==> config.mk <==
export PLATFORM = sky130hd
export DESIGN_NAME = regfile_wb_arbiter
export DESIGN_NICKNAME = d
export VERILOG_FILES = /design/src/rtl/regfile_wb_arbiter.sv
export SDC_FILE = /design/constraint.sdc
export NUM_CORES = 1
export LEC_CHECK = 0
export ABC_AREA = 1
export ABC_CLOCK_PERIOD_IN_PS = 1900
export CAP_MARGIN = 10
export CORE_MARGIN = 2
export CORE_UTILIZATION = 30
export DETAILED_ROUTE_END_ITERATION = 6
export HOLD_SLACK_MARGIN = 0.06
export PLACE_DENSITY = 0.72
export SETUP_SLACK_MARGIN = 0.15
export SYNTH_ARGS = -nofsm -noshare
export SYNTH_HDL_FRONTEND = slang
export SYNTH_SLANG_ARGS = --single-unit
==> constraint.sdc <==
create_clock -name clk -period 1.9 [get_ports clk]
set_clock_uncertainty 0.1 [all_clocks]
set_input_delay 0.285 -clock clk [delete_from_list [all_inputs] [get_ports clk]]
set_output_delay 0.285 -clock clk [all_outputs]
set_load 0.01 [all_outputs]
==> src/rtl/regfile_wb_arbiter.sv <==
// Round-robin arbiter sharing the register-file write port between ALU and load writeback.
// Optional REG_ZERO_LOCK_EN: transfers to address 0 are accepted but never written or forwarded.
module regfile_wb_arbiter #(
  parameter int AW = 6,
  parameter int DW = 32,
  parameter int CW = 16
) (
  input  logic          clk,
  input  logic          rst,
  input  logic          v0,
  input  logic [AW-1:0] a0,
  input  logic [DW-1:0] d0,
  output logic          rdy0,
  input  logic          v1,
  input  logic [AW-1:0] a1,
  input  logic [DW-1:0] d1,
  output logic          rdy1,
  output logic          write,
  output logic [AW-1:0] rd_a,
  output logic [DW-1:0] rd,
  input  logic [AW-1:0] fwd_a,
  output logic          fwd_hit,
  output logic [DW-1:0] fwd_data,
  output logic [CW-1:0] stall0,
  output logic [CW-1:0] stall1
);

  localparam logic [CW-1:0] STALL_MAX = {CW{1'b1}};

  // last remembers the most recent winner; reset to 1 so requester 0 wins first contention
  logic          last;
  logic          g0;
  logic          g1;
  logic          xfer;
  logic [AW-1:0] sel_a;
  logic [DW-1:0] sel_d;
  logic          wr_en;
  logic          fwd_match;

  always_comb begin
    g0 = 1'b0;
    g1 = 1'b0;
    if (!rst) begin
      if (v0 && v1) begin
        g0 = last;
        g1 = !last;
      end else begin
        g0 = v0;
        g1 = v1;
      end
    end
  end

  assign rdy0  = g0;
  assign rdy1  = g1;
  assign xfer  = g0 || g1;
  assign sel_a = g1 ? a1 : a0;
  assign sel_d = g1 ? d1 : d0;

`ifdef REG_ZERO_LOCK_EN
  assign wr_en     = (sel_a != '0);
  assign fwd_match = (rd_a == fwd_a) && (fwd_a != '0);
`else
  assign wr_en     = 1'b1;
  assign fwd_match = (rd_a == fwd_a);
`endif

  always_ff @(posedge clk or posedge rst) begin
    if (rst) begin
      write <= 1'b0;
      rd_a  <= '0;
      rd    <= '0;
      last  <= 1'b1;
    end else if (xfer) begin
      write <= wr_en;
      rd_a  <= sel_a;
      rd    <= sel_d;
      last  <= g1;
    end else begin
      write <= 1'b0;
    end
  end

  always_ff @(posedge clk or posedge rst) begin
    if (rst) begin
      stall0 <= '0;
      stall1 <= '0;
    end else begin
      if (v0 && !g0 && stall0 != STALL_MAX) stall0 <= stall0 + CW'(1);
      if (v1 && !g1 && stall1 != STALL_MAX) stall1 <= stall1 + CW'(1);
    end
  end

  // Forwarding looks at the registered write so readers see it before the negedge commit
  assign fwd_hit  = write && fwd_match;
  assign fwd_data = fwd_hit ? rd : '0;

endmodule

==> results.sh <==
export IMPL_drive_gt1_share_pct=17.8
export IMPL_cts_buffer_depth=2
export IMPL_critPathCaptureType="output port"
export IMPL_p_leak_nw=3.27
export IMPL_setup_slack_ns=-0.147
export IMPL_dp_hpwl_um=9670
export IMPL_min_period_ns=2.05
export IMPL_track_usage_pct=18.4
export IMPL_start_util_pct=30.9
export IMPL_cts_made_buffers=9
export IMPL_ff2ff_setup_slack_ns=0.27
export IMPL_num_vias=4496
export IMPL_async_flop_share_pct=100
export IMPL_synth_cell_area_mm2=0.00413
export IMPL_synth_cell_types=27
export IMPL_antenna_found_initial=0
export IMPL_p_total_mw=5.48
export IMPL_post_synth_inst_count=595
export IMPL_cp_required_ns=1.51
export IMPL_avgSynthCellArea_um2=6.94
export IMPL_wirelength_um=13500
export IMPL_hp_class="input port to async pin"
export IMPL_register_area_mm2=0.00183
export IMPL_synth_edf_count=0
export IMPL_maxCapViolCount=0
export IMPL_fill_cells=1275
export IMPL_root_buffer="clkbuf_16"
export IMPL_final_nets=897
export IMPL_drt_iter0_drc=270
export IMPL_hold_viol=0
export IMPL_pwr_share_comb_pct=31.3
export IMPL_drtPass1Iterations=4
export IMPL_boundaryPins=192
export IMPL_post_drt_wl_per_cell_um=13.7
export IMPL_max_slew_margin_pct=63.4
export IMPL_die_area_mm2=0.0147
export IMPL_num_rows=42
export IMPL_chipWidth_um=121
export IMPL_routed_via_density=4.55
export IMPL_clkPwrFrac_pct=30.8
export IMPL_synth_warnings=0
export IMPL_synth_ff_type="dfrtp_1"
export IMPL_drv_slew=0
export IMPL_seqPwrFrac_pct=37.9
export IMPL_port_buffers=191
export IMPL_tightestPinTransition_ns=0.550
export IMPL_fin_setup_tns_ns=-4.06
export IMPL_p_sw_mw=1.71
export IMPL_rsz0062_at_grt="true"
export IMPL_drc=0
export IMPL_status="finished with violations"
export IMPL_die_h_um=121
export IMPL_startpoint_type="input port"
export IMPL_crit_path_cell_trace="clkdlybuf4s50_1 -> inv_1 -> nand2_1 -> nand2_1 -> nor2_1 -> nand4_1 -> buf_6 -> buf_12 -> nor2_1 -> buf_2"
export IMPL_violations="setup timing"
export IMPL_grt_pass1_wl_um=21500
export IMPL_multi_input_area_mm2=0.00207
export IMPL_arrival_ns=1.66
export IMPL_critPathMaxStageDelay_ns=0.47
export IMPL_yosysSeqAreaShare_pct=43.7
export IMPL_layout_common_cells="nand2_1, clkdlybuf4s50_1, nor2_1"
export IMPL_synth_seq_cells=72
export IMPL_max_freq_mhz=489
export IMPL_postCtsHoldBufs=0
export IMPL_clock_sinks=72
export IMPL_r2r_end="stall0[9]$_DFFE_PP0P_"
export IMPL_antenna_cells=0
export IMPL_p_per_area_mw_per_mm2=799
export IMPL_r2r_start="stall0[0]$_DFFE_PP0P_"
export IMPL_cts_tree="built"
export IMPL_clkTransAtPathRegs_ns=0.06
export IMPL_final_common_cell="nand2_1"
export IMPL_syn2layout_area_growth_pct=66.2
export IMPL_crit_fanout=17
export IMPL_vdd_drop_max_uv=404
export IMPL_post_route_period_util_pct=108
export IMPL_synth_nets=683
export IMPL_grt_pass1_vias=4214
export IMPL_gp_congestion=0.837
export IMPL_p_sw_share_pct=31.1
export IMPL_overflow=0
export IMPL_rr_worst_depth=9
export IMPL_htreeDepth=3
export IMPL_grt_max_degree=42
export IMPL_worst_path_max_delay_cell="clkdlybuf4s50_1"
export IMPL_cellInternalPower_mw=3.78
export IMPL_crit_type="input port to output port"
export IMPL_antenna_left=0
export IMPL_worstSkewPairLatency_ns=0.33
export IMPL_setup_viol=33
export IMPL_core_mm2=0.0133
==> Yosys cell counts, types with 6 or more instances <==
library cell,number,share of area (%)
o21ai_1,6,0.73
xnor2_1,6,1.3
dfrtp_1,71,43
nand4_1,12,1.8
clkbuf_1,7,0.64
nand3_1,16,1.9
inv_1,67,6.1
buf_2,11,1.3
o21ai_0,8,0.97
nand2_1,204,19
inv_2,6,0.55
xor2_1,7,1.5
a31oi_1,38,5.8
nor2_1,109,9.9
==> routing by layer <==
layer  track usage [%]  share of wire, %
met5                 0                 0
met4              5.96               1.6
met3              3.34               4.8
met2              31.3                50
met1              23.5                44
==> critical path: cells and delay by family <==
kind,cells,cell delay (ns)
AND/OR/NAND/NOR,5,0.41
buffers and inverters,5,0.96
==> through the flow <==
stage | instance area, um2 | std cells | hold WS (ns) | setup WS [ns] | utilization (%)
2_1_floorplan | 4140 | 595 | 0.118 | 0.226 | -
3_3_place_gp | 6390 | 965 | 0.380 | -0.466 | 47.9
3_5_place_dp | 6390 | 965 | 0.390 | -0.537 | 47.9
4_1_cts | 6650 | 984 | 0.176 | -0.167 | 49.9
5_1_grt | 6860 | 989 | 0.205 | -0.262 | 51.4
6_report | 6860 | 989 | 0.167 | -0.147 | 51.4
==> cell type report <==
| type | instances | share of cell area [%] |
|---|---|---|
| inverter | 75 | 4.27 |
| multi-input combinational | 427 | 30.2 |
| sequential | 72 | 26.6 |
| tap | 176 | 3.21 |
| clock inverter | 4 | 0.656 |
| clock buffer | 11 | 3.54 |
| timing repair buffer | 224 | 31.5 |
==> cell families after synthesis <==
family	synth area share, %
AO/OA/AOI/OAI	8.51
XOR/XNOR	2.76
adder cells (fa/ha/maj)	0.606
buffers and inverters	9.72
flip-flops	43.7
AND/OR/NAND/NOR	34.7
==> state kept, by name, indices dropped and copies added (netlist names) <==
register  cells
rd           32
stall0       16
last          1
write         1
stall1       16
rd_a          6
==> power by group through the flow <==
stage | clock [mW] | combinational [mW] | sequential (mW)
floorplan | 0 | 0.622 | 2.15
global placement | 0 | 1.63 | 2.08
detailed placement | 0 | 1.65 | 2.09
CTS | 1.73 | 1.66 | 2.07
global route | 1.81 | 1.89 | 2.12
finish | 1.69 | 1.72 | 2.08
==> worst max path at each step <==
stage | from | depth (start not counted) | slack, ns | end
2_1_floorplan | stall0[0]$_DFFE_PP0P_ | 10 | 0.23 | stall0[15]$_DFFE_PP0P_
3_3_place_gp | fwd_a[3] | 9 | -0.47 | fwd_data[29]
3_5_place_dp | fwd_a[3] | 9 | -0.54 | fwd_data[9]
4_1_cts | rd_a[5]$_DFFE_PP0P_ | 8 | -0.17 | fwd_data[14]
5_1_grt | rd_a[5]$_DFFE_PP0P_ | 8 | -0.26 | fwd_data[17]
6_report | fwd_a[3] | 10 | -0.15 | fwd_data[17]
==> timing repair <==
action	4_1_cts	5_1_grt
setup endpoints to repair	60	81
resized for setup	168	55
buffers inserted	2	4
cloned	2	1
pin swaps	2	3
Note: power is estimated with default switching activity, not from simulation.
